<file path="src/rtl/seg_pkg.sv">
// Shared constants and types for the multiplexed 7-segment scan driver.
// Latency/backpressure: none here; types and defaults only.
package seg_pkg;
  localparam int SCAN_DIV_DEF  = 100000;
  localparam int BLANK_CYC_DEF = 1000;
  localparam int NUM_DIGITS    = 4;
  localparam logic [6:0] SEG_BLANK = 7'h7F;

  typedef struct packed {
    logic [4*NUM_DIGITS-1:0] data;
    logic [NUM_DIGITS-1:0]   dp_in;
    logic [NUM_DIGITS-1:0]   digit_en;
    logic                    lz_blank;
  } shadow_t;
endpackage

</file>
<file path="src/rtl/seg_scan_driver_if.sv">
// Display request inputs and registered panel outputs of the scan driver.
// Latency/backpressure: pure wiring; no flow control (free-running scan).
interface seg_scan_driver_if;
  import seg_pkg::*;
  logic [4*NUM_DIGITS-1:0] data;
  logic [NUM_DIGITS-1:0]   dp_in;
  logic [NUM_DIGITS-1:0]   digit_en;
  logic                    lz_blank;
  logic [NUM_DIGITS-1:0]   an;
  logic [6:0]              seg;
  logic                    dp;
  logic                    frame_tick;

  modport master (output data, dp_in, digit_en, lz_blank,
                  input  an, seg, dp, frame_tick);
  modport slave  (input  data, dp_in, digit_en, lz_blank,
                  output an, seg, dp, frame_tick);
endinterface

</file>
<file path="src/rtl/hex2seg.sv">
// Hex nibble to active-high 7-segment pattern (bits 6:0 = g..a, bit 7 unused).
// Latency: combinational; no backpressure.
module hex2seg (
  input  logic [3:0] din,
  output logic [7:0] seg_d
);
  always_comb begin
    seg_d = 8'h00;
    case (din)
      4'h0: seg_d = 8'h3F;
      4'h1: seg_d = 8'h06;
      4'h2: seg_d = 8'h5B;
      4'h3: seg_d = 8'h4F;
      4'h4: seg_d = 8'h66;
      4'h5: seg_d = 8'h6D;
      4'h6: seg_d = 8'h7D;
      4'h7: seg_d = 8'h07;
      4'h8: seg_d = 8'h7F;
      4'h9: seg_d = 8'h6F;
      4'hA: seg_d = 8'h77;
      4'hB: seg_d = 8'h7C;
      4'hC: seg_d = 8'h39;
      4'hD: seg_d = 8'h5E;
      4'hE: seg_d = 8'h79;
      default: seg_d = 8'h71;
    endcase
  end
endmodule

</file>
<file path="src/rtl/seg_scan_driver.sv">
// Four-digit multiplexed 7-segment scanner with anti-ghost blanking and leading-zero blanking.
// Latency: outputs registered, 1 clk behind scan state; no backpressure (free-running).
module seg_scan_driver
  import seg_pkg::*;
#(
  parameter int SCAN_DIV  = SCAN_DIV_DEF,
  parameter int BLANK_CYC = BLANK_CYC_DEF
) (
  input  logic            clk,
  input  logic            rst,
  seg_scan_driver_if.slave bus
);
  localparam int CW = $clog2(SCAN_DIV);
  localparam logic [CW-1:0] DIV_MAX = CW'(SCAN_DIV - 1);
  localparam logic [CW-1:0] BLANK_V = CW'(BLANK_CYC);

  logic [CW-1:0]           div_cnt;
  logic [1:0]              idx;
  shadow_t                 shd;
  logic [NUM_DIGITS-1:0]   an_q;
  logic [6:0]              seg_q;
  logic                    dp_q;
  logic                    tick_q;

  logic [3:0]              nib;
  logic [7:0]              seg_d;
  logic [NUM_DIGITS-1:0]   sig;
  logic [NUM_DIGITS-1:0]   blank;
  logic                    show;
  logic                    frame_start;
  logic                    unused_seg_d7;

  assign frame_start   = (div_cnt == '0) && (idx == 2'd0);
  assign nib           = shd.data[{idx, 2'b00} +: 4];
  assign unused_seg_d7 = seg_d[7];

  hex2seg u_hex2seg (
    .din   (nib),
    .seg_d (seg_d)
  );

  // A digit stays dark under lz_blank only while every digit above it is insignificant too.
  always_comb begin
    for (int k = 0; k < NUM_DIGITS; k++)
      sig[k] = (shd.data[4*k +: 4] != 4'h0) || shd.dp_in[k];
    blank[0] = 1'b0;
    blank[1] = shd.lz_blank & ~(sig[3] | sig[2] | sig[1]);
    blank[2] = shd.lz_blank & ~(sig[3] | sig[2]);
    blank[3] = shd.lz_blank & ~sig[3];
    show     = shd.digit_en[idx] & ~blank[idx];
  end

  always_ff @(posedge clk or negedge rst) begin
    if (!rst) begin
      div_cnt <= '0;
      idx     <= 2'd0;
      shd     <= '0;
      an_q    <= '1;
      seg_q   <= SEG_BLANK;
      dp_q    <= 1'b1;
      tick_q  <= 1'b0;
    end else begin
      tick_q <= frame_start;
      if (frame_start)
        shd <= '{data: bus.data, dp_in: bus.dp_in,
                 digit_en: bus.digit_en, lz_blank: bus.lz_blank};
      if (div_cnt == DIV_MAX) begin
        div_cnt <= '0;
        idx     <= idx + 2'd1;
      end else begin
        div_cnt <= div_cnt + 1'b1;
      end
      if (div_cnt < BLANK_V || !show) begin
        an_q  <= '1;
        seg_q <= SEG_BLANK;
        dp_q  <= 1'b1;
      end else begin
        an_q  <= ~(4'b0001 << idx);
        seg_q <= ~seg_d[6:0];
        dp_q  <= ~shd.dp_in[idx];
      end
    end
  end

  assign bus.an         = an_q;
  assign bus.seg        = seg_q;
  assign bus.dp         = dp_q;
  assign bus.frame_tick = tick_q;
endmodule

</file>
<file path="src/flat_wrapper.sv">
// flat-port wrapper written by rule: the top's interface ports become plain ports
module seg_scan_driver_flat import seg_pkg::*;
#(
  parameter int SCAN_DIV  = SCAN_DIV_DEF,
  parameter int BLANK_CYC = BLANK_CYC_DEF
)
  (clk, rst, bus_data, bus_dp_in, bus_digit_en, bus_lz_blank, bus_an, bus_seg, bus_dp, bus_frame_tick);
  seg_scan_driver_if bus_i ();
  input  logic clk;
  input  logic rst;
  input wire logic [$bits(bus_i.data)-1:0] bus_data;
  input wire logic [$bits(bus_i.dp_in)-1:0] bus_dp_in;
  input wire logic [$bits(bus_i.digit_en)-1:0] bus_digit_en;
  input wire logic [$bits(bus_i.lz_blank)-1:0] bus_lz_blank;
  output wire logic [$bits(bus_i.an)-1:0] bus_an;
  output wire logic [$bits(bus_i.seg)-1:0] bus_seg;
  output wire logic [$bits(bus_i.dp)-1:0] bus_dp;
  output wire logic [$bits(bus_i.frame_tick)-1:0] bus_frame_tick;
  assign bus_i.data = bus_data;
  assign bus_i.dp_in = bus_dp_in;
  assign bus_i.digit_en = bus_digit_en;
  assign bus_i.lz_blank = bus_lz_blank;
  assign bus_an = bus_i.an;
  assign bus_seg = bus_i.seg;
  assign bus_dp = bus_i.dp;
  assign bus_frame_tick = bus_i.frame_tick;
  seg_scan_driver #(.SCAN_DIV(SCAN_DIV), .BLANK_CYC(BLANK_CYC)) u_core (.clk(clk), .rst(rst), .bus(bus_i));
endmodule
</file>
<file path="config.mk">
export PLATFORM = sky130hd
export DESIGN_NAME = seg_scan_driver_flat
export DESIGN_NICKNAME = d
export VERILOG_FILES = /design/src/rtl/seg_pkg.sv /design/src/rtl/seg_scan_driver_if.sv /design/src/rtl/hex2seg.sv /design/src/rtl/seg_scan_driver.sv /design/src/flat_wrapper.sv
export SDC_FILE = /design/constraint.sdc
export NUM_CORES = 1
export LEC_CHECK = 0
export CAP_MARGIN = 15
export CORE_MARGIN = 2
export CORE_UTILIZATION = 40
export DETAILED_ROUTE_END_ITERATION = 6
export GPL_ROUTABILITY_DRIVEN = 0
export GPL_TIMING_DRIVEN = 0
export PLACE_DENSITY_LB_ADDON = 0.1
export SLEW_MARGIN = 20
export SYNTH_ARGS = -nofsm -noshare
export SYNTH_HDL_FRONTEND = slang
export SYNTH_HIERARCHICAL = 1
export SYNTH_SLANG_ARGS = --single-unit
</file>
<file path="constraint.sdc">
create_clock -name clk -period 2.9 [get_ports clk]
set_input_delay 0.58 -clock clk [delete_from_list [all_inputs] [get_ports clk]]
set_output_delay 0.58 -clock clk [all_outputs]
set_load 0.03 [all_outputs]
</file>
Word-level counts from Yosys, hierarchy flattened
Memory sizes are Yosys's and may differ from the RTL's.
Index checks and enable logic that the tools add are counted.

operators by class
  add/sub/neg operators = 2
  $lt $le $gt $ge = 2
  equality and inequality tests = 1
  shift operators = 2
  mux-type cells = 10
  bitwise operators = 13
  reduce and logical (&&, ||, !) cells = 11

operators with widths
  kind                   number
  $add 17x1->17 const B  1
  $eq 17x17->1 const B   1
  $logic_not 17->1       1
  $lt 17x10->1 const B   1
  $mux 17                1
  $shiftx 16x5->4        1
  $reduce_bool 4->1      3
  $mux 7                 1
  $not 7->7              1
  $bmux 1 s2             3
  $not 1->1              5
  $and 1x1->1            4
  $logic_or 1x1->1       4
  $mux 1                 4
  $mux 4                 1
  $not 4->4              1
  $shl 1x2->4 const A    1
  $lt 2x3->1 const B     1
  $add 2x1->2 const B    1
  $logic_not 2->1        1
  $or 1x1->1             2
  $logic_and 1x1->1      1
  $logic_not 1->1        1

storage, ports and cells
  register bits = 57
  ROM bits = 112
  input port bits = 27
  output and inout port bits = 13
  word-level logic and storage cells = 52
  memories = 1

memory list
  memory            words  width  read ports  clocked after memory_dff  wr ports  line          RTL
  (name not given)  16     7      1           0                         0         hex2seg.sv:9  case (din)

Longest topological paths before layout
Gate-level depths: netlist (run 1).

  depth after elaboration = 13
  mapped depth = 7
  depth with buffers taken out = 6

Hierarchy
The synthesis (run 1) kept the hierarchy.

modules (own cells, without submodules)
  module           times used  cells an instance  area an instance (um2)  seq. area each (um2)
  seg_scan_driver  1           193                2,573.7                 1,441.4
  hex2seg          1           35                 294.0                   0.0

Worst setup path after synthesis (run 1)
OpenSTA, ideal clock, no wires.

  path type = reg2reg
  start point = register u_core.div_cnt[13]
  end point = register u_core/shd[10] (netlist name)
  setup time = 0.125 ns
  arrival = 2.219 ns
  required time = 2.775 ns
  slack = 0.556 ns
  stages on the path, launching flop included = 6
  buffers on the path = 1
  clock period less this slack = 2.344 ns
  cells stage by stage = dfrtp_1 -> or4_1 -> or4_4 -> nor3_4 -> buf_6 -> mux2_2

between the ends
  cells in the longest elaborated chain, start to end = 2

ends and longest elaborated chain
  what                      line                   RTL
  start: declaration        seg_scan_driver.sv:17  logic [CW-1:0] div_cnt;
  start signal: assignment  seg_scan_driver.sv:71  div_cnt <= div_cnt + 1'b1;
  $logic_not 17->1          seg_scan_driver.sv:33  assign frame_start = (div_cnt == '0) && (idx == 2'd0);
  $logic_and 1x1->1         seg_scan_driver.sv:33
  end signal: assignment    seg_scan_driver.sv:65  shd <= '{data: bus.data, dp_in: bus.dp_in,
  end: declaration          seg_scan_driver.sv:19  shadow_t shd;

Every way passes these cells.
A chain may end at the register's enable or synchronous reset.

Worst setup path after layout (run 1)
  start point = register u_core.idx[0]
  end point = register u_core.seg_q[3] (netlist: u_core/bus.seg[3])

between the ends
  elaborated cells between the ends (all ways) = 12
  classes of those cells = shift (1); mux (5); bitwise (3); reduce/logical (2); memory (1)

RTL lines
  what                       line                   RTL
  start: declaration         seg_scan_driver.sv:18  logic [1:0] idx;
  start signal: assignment   seg_scan_driver.sv:69  idx <= idx + 2'd1;
  $shiftx 16x5->4            seg_scan_driver.sv:34  assign nib = shd.data[{idx, 2'b00} +: 4];
  named net u_core.nib[1]    seg_scan_driver.sv:25  logic [3:0] nib;
  $mem_v2 16x7               n/a
  named net u_core.seg_d[3]  seg_scan_driver.sv:26  logic [7:0] seg_d;
  $not 7->7                  seg_scan_driver.sv:79  seg_q <= ~seg_d[6:0];
  $mux 7                     seg_scan_driver.sv:73  if (div_cnt < BLANK_V || !show) begin
  end signal: assignment     seg_scan_driver.sv:79
  end: declaration           seg_scan_driver.sv:21  logic [6:0] seg_q;

The timed path passes the listed nets, and every way through them passes these cells. The select of a mux whose other input is x is not followed.

==> results of run 1 <==
sequential cells by signal, indices dropped and copies added (netlist names):
register	flops
u_core/div_cnt	17
u_core/bus.seg	7
u_core/bus.frame_tick	1
u_core/bus.an	4
u_core/idx	2
u_core/bus.dp	1
u_core/shd	25
cell usage in the layout (no fill, tap or decap), drive strengths merged, types with 2 or more instances in the layout:
master and count:
nand3 8, nor4 2, buf 6, nor2 12, nand3b 2, mux2i 3
nor3 6, clkbuf 21, clkinv 2, xnor2 7, ha 13, a32oi 2
xor2 7, nand4 5, mux4 7, dfrtp 45, clkdlybuf4s50 38, nand2 6
and2 2, o211ai 11, nor2b 4, a22oi 2, mux2 29, and4 4
or4 2, inv 12, dfstp 12
critical path, stage by stage, from the launching register on:
cell and delay (ns):
dfrtp_1 0.37, clkbuf_1 0.49, mux4_2 0.63, inv_1 0.16, ha_1 0.27, inv_1 0.05, mux4_2 0.44, o211ai_1 0.10
power by group through the flow:
stage,registers [mW],clock network [mW],logic [mW]
5_1_grt,0.828,0.814,0.128
3_3_place_gp,0.840,0,0.113
2_1_floorplan,0.835,0,0.0539
3_5_place_dp,0.841,0,0.117
6_report,0.827,0.750,0.115
4_1_cts,0.827,0.774,0.118
metrics by stage:
step           instances  utilization [%]  instance area [um2]  TNS (ns)
2_1_floorplan        226                -                 2856         0
3_3_place_gp         361            49.02                 3367    -27.29
3_5_place_dp         362            49.27                 3385         0
4_1_cts              378            52.17                 3583         0
5_1_grt              378            52.17                 3583         0
6_report             378            52.17                 3583         0
metal layers:
metal	part of all wire, %	vias to the layer above
li1	-	913
met1	52	938
met2	42	36
met3	3.3	11
met4	2.6	0
met5	0	-
path summary, 6_finish.rpt:
kind / slack, ns / to / cells after the start
max in group asynchronous: 2.21 / u_core/bus.an[3]$_DFF_PN1_ / 2
min reg2reg: 0.50 / u_core/div_cnt[12]$_DFF_PN0_ / 1
min in group clk: 0.50 / u_core/div_cnt[12]$_DFF_PN0_ / 1
max: 0.30 / u_core/bus.seg[3]$_DFF_PN1_ / 7
min: 0.14 / u_core/shd[9]$_DFFE_PN0P_ / 1
max reg2reg: 0.30 / u_core/bus.seg[3]$_DFF_PN1_ / 7
cell type report:
type                       count  area, um2
buffer                        12      71.32
clock buffer                  13      158.9
clock inverter                 3      40.04
fill                         616       3286
inverter                      12      47.55
multi-input combinational    145       1296
sequential                    57       1441
tap                           96      120.1
timing repair buffer          40      407.9
==> load_flow_metrics.sql, run 1 <==
INSERT INTO impl_metrics (metric_group, metric, value, unit) VALUES
('placed_design', 'port-buffer-count', '39', ''),
('pwr', 'swShare', '21.73', '%'),
('critical_path', 'worst_setup_path_end_kind', 'flop', ''),
('clock_network', 'tritoncts', 'done', ''),
('synth', 'synth_area', '0.002856', 'mm2'),
('sta', 'final.period_utilization', '89.64', '%'),
('routing', 'detailroute.via_count', '1898', ''),
('grt', 'grt_start_max_net_pins', '34', ''),
('pwr', 'peakVddDrop', '223.3', 'uV'),
('routing', 'ant_nets', '0', ''),
('critical_path', 'regToRegStartpoint', 'u_core/idx[0]$_DFFE_PN0N_', ''),
('clock_network', 'cts-buffers-inserted', '9', ''),
('worst_hold_path', 'hold_class', 'in2async', ''),
('grt', 'gr-usage-met3', '3.545', '%'),
('sta', 'final_hold_viol_count', '0', ''),
('sta', 'crit_path_time_final', '2.600', 'ns'),
('critical_path', 'startpoint', 'u_core/idx[0]$_DFFE_PN0N_', ''),
('routing', 'route.detailed.drc', '0', ''),
('layout', 'finalNetCount', '317', ''),
('clock_network', 'cts-root-buf', 'clkbuf_8', ''),
('critical_path', 'critPathRequiredTime', '3.16', 'ns'),
('pwr', 'cellPowerDensity', '472.3', 'mW/mm2'),
('clock_network', 'clock_transition_at_the_registers_of_the_reported_paths', '0.06', 'ns'),
('clock_network', 'clk_path_buf_depth', '2', ''),
('sta', 'slew_viol_final', '0', ''),
('layout', 'insertedDiodeCount', '0', ''),
('layout', 'area_delta_synth_final', '25.45', '%'),
('layout', 'proportion_of_layout_cells_with_a_drive_suffix_above_1', '25.18', '%'),
('sta', 'timing.clock.skew', '0.01000', 'ns'),
('sta', 'slew_headroom', '59.42', '%'),
('critical_path', 'cp_max_fo', '8', ''),
('sta', 'rsz0062_at_grt', 'false', ''),
('pwr', 'clock_power_share', '44.3', '%'),
('routing', 'initial_drc_count', '27', ''),
('grt', 'grt_antenna_before_repair', '0', ''),
('clock_network', 'clock_sink_count', '57', ''),
('sta', 'finalWorstSetupSlack', '0.3004', 'ns'),
('pwr', 'p_int', '1.325', 'mW'),
('sta', 'fin_hold_ws', '0.1393', 'ns'),
('routing', 'viasPerCell', '5.021', ''),
('pwr', 'switchingPower', '0.3678', 'mW'),
('clock_network', 'postCtsResizedCells', '0', ''),
('floorplanning', 'fp.dieH', '88.51', 'um'),
('routing', 'tritonroute_pass_1_iters', '4', ''),
('synth', 'yosys_warnings', '6', ''),
('placed_design', 'post-dp-hpwl', '4009', 'um'),
('routing', 'routed_wire_length_per_instance', '14.49', 'um'),
('pwr', 'share_seq_of_total_power', '48.9', '%'),
('grt', 'wire_length_of_the_first_global_routing_pass', '9059', 'um'),
('pwr', 'combinationalPowerShare', '6.8', '%'),
('pwr', 'post-layout-total-power', '1.692', 'mW'),
('sta', 'tightestPinTransition', '0.6087', 'ns'),
('critical_path', 'worst-setup-path-type', 'reg2reg', ''),
('clock_network', 'cts.hold.buffers_added', '0', ''),
('sta', 'achievable_frequency', '384.7', 'MHz'),
('floorplanning', 'chipWidth', '88.51', 'um'),
('grt', 'grtUsageMet2', '21.80', '%'),
('floorplanning', 'fp.dieArea', '0.007833', 'mm2'),
('grt', 'groute.usage.overall', '15.80', '%'),
('floorplanning', 'num_rows', '30', ''),
('floorplanning', 'start_util', '41.58', '%'),
('run_status', 'result_of_the_run', 'finished clean', ''),
('grt', 'grt.overflow.total', '0', ''),
('clock_network', 'cts_setup_buffers', '0', ''),
('synth', 'postSynthAreaPerCell', '12.64', 'um2'),
('critical_path', 'cp.arrival', '2.86', 'ns'),
('floorplanning', 'ios', '40', ''),
('synth', 'syn_nets', '266', ''),
('grt', 'globalRouteMet1Util', '22.61', '%'),
('routing', 'finalWirelength', '5478', 'um'),
('critical_path', 'cp-start-kind', 'flop', ''),
('grt', 'grt_most_used_layer', 'met1', ''),
('floorplanning', 'area_of_the_core', '0.006869', 'mm2'),
('clock_network', 'htree_num_levels', '3', ''),
('grt', 'number_of_global_route_vias_before_repair', '1836', ''),
('synth', 'syn-instance-count', '226', ''),
('sta', 'finalSetupViolations', '0', ''),
('run', 'maxCapViolations', '0', ''),
('clock_network', 'clkLatencyLatePin', '0.34', 'ns'),
('pwr', 'leakagePower', '1.468', 'nW'),
('placed_design', 'pre_cts_slack', '0.2655', 'ns');
Note: power is estimated with default switching activity, not from simulation.
==> inputs of run 2 (changes only) <==
--- a/config.mk
+++ b/config.mk
@@ -11,6 +11,7 @@
 export DETAILED_ROUTE_END_ITERATION = 6
 export GPL_ROUTABILITY_DRIVEN = 0
 export GPL_TIMING_DRIVEN = 0
+export HOLD_SLACK_MARGIN = 0.02
 export PLACE_DENSITY_LB_ADDON = 0.1
 export SLEW_MARGIN = 20
 export SYNTH_ARGS = -nofsm -noshare
==> results of run 2 <==
No change in the layout: final DEF, timing and power equal those of run 1.
==> inputs of run 3 (changes only) <==
--- a/config.mk
+++ b/config.mk
@@ -5,6 +5,7 @@
 export SDC_FILE = /design/constraint.sdc
 export NUM_CORES = 1
 export LEC_CHECK = 0
+export ABC_CLOCK_PERIOD_IN_PS = 2900
 export CAP_MARGIN = 15
 export CORE_MARGIN = 2
 export CORE_UTILIZATION = 40
==> results of run 3 <==
No change in the layout: final DEF, timing and power equal those of run 1.
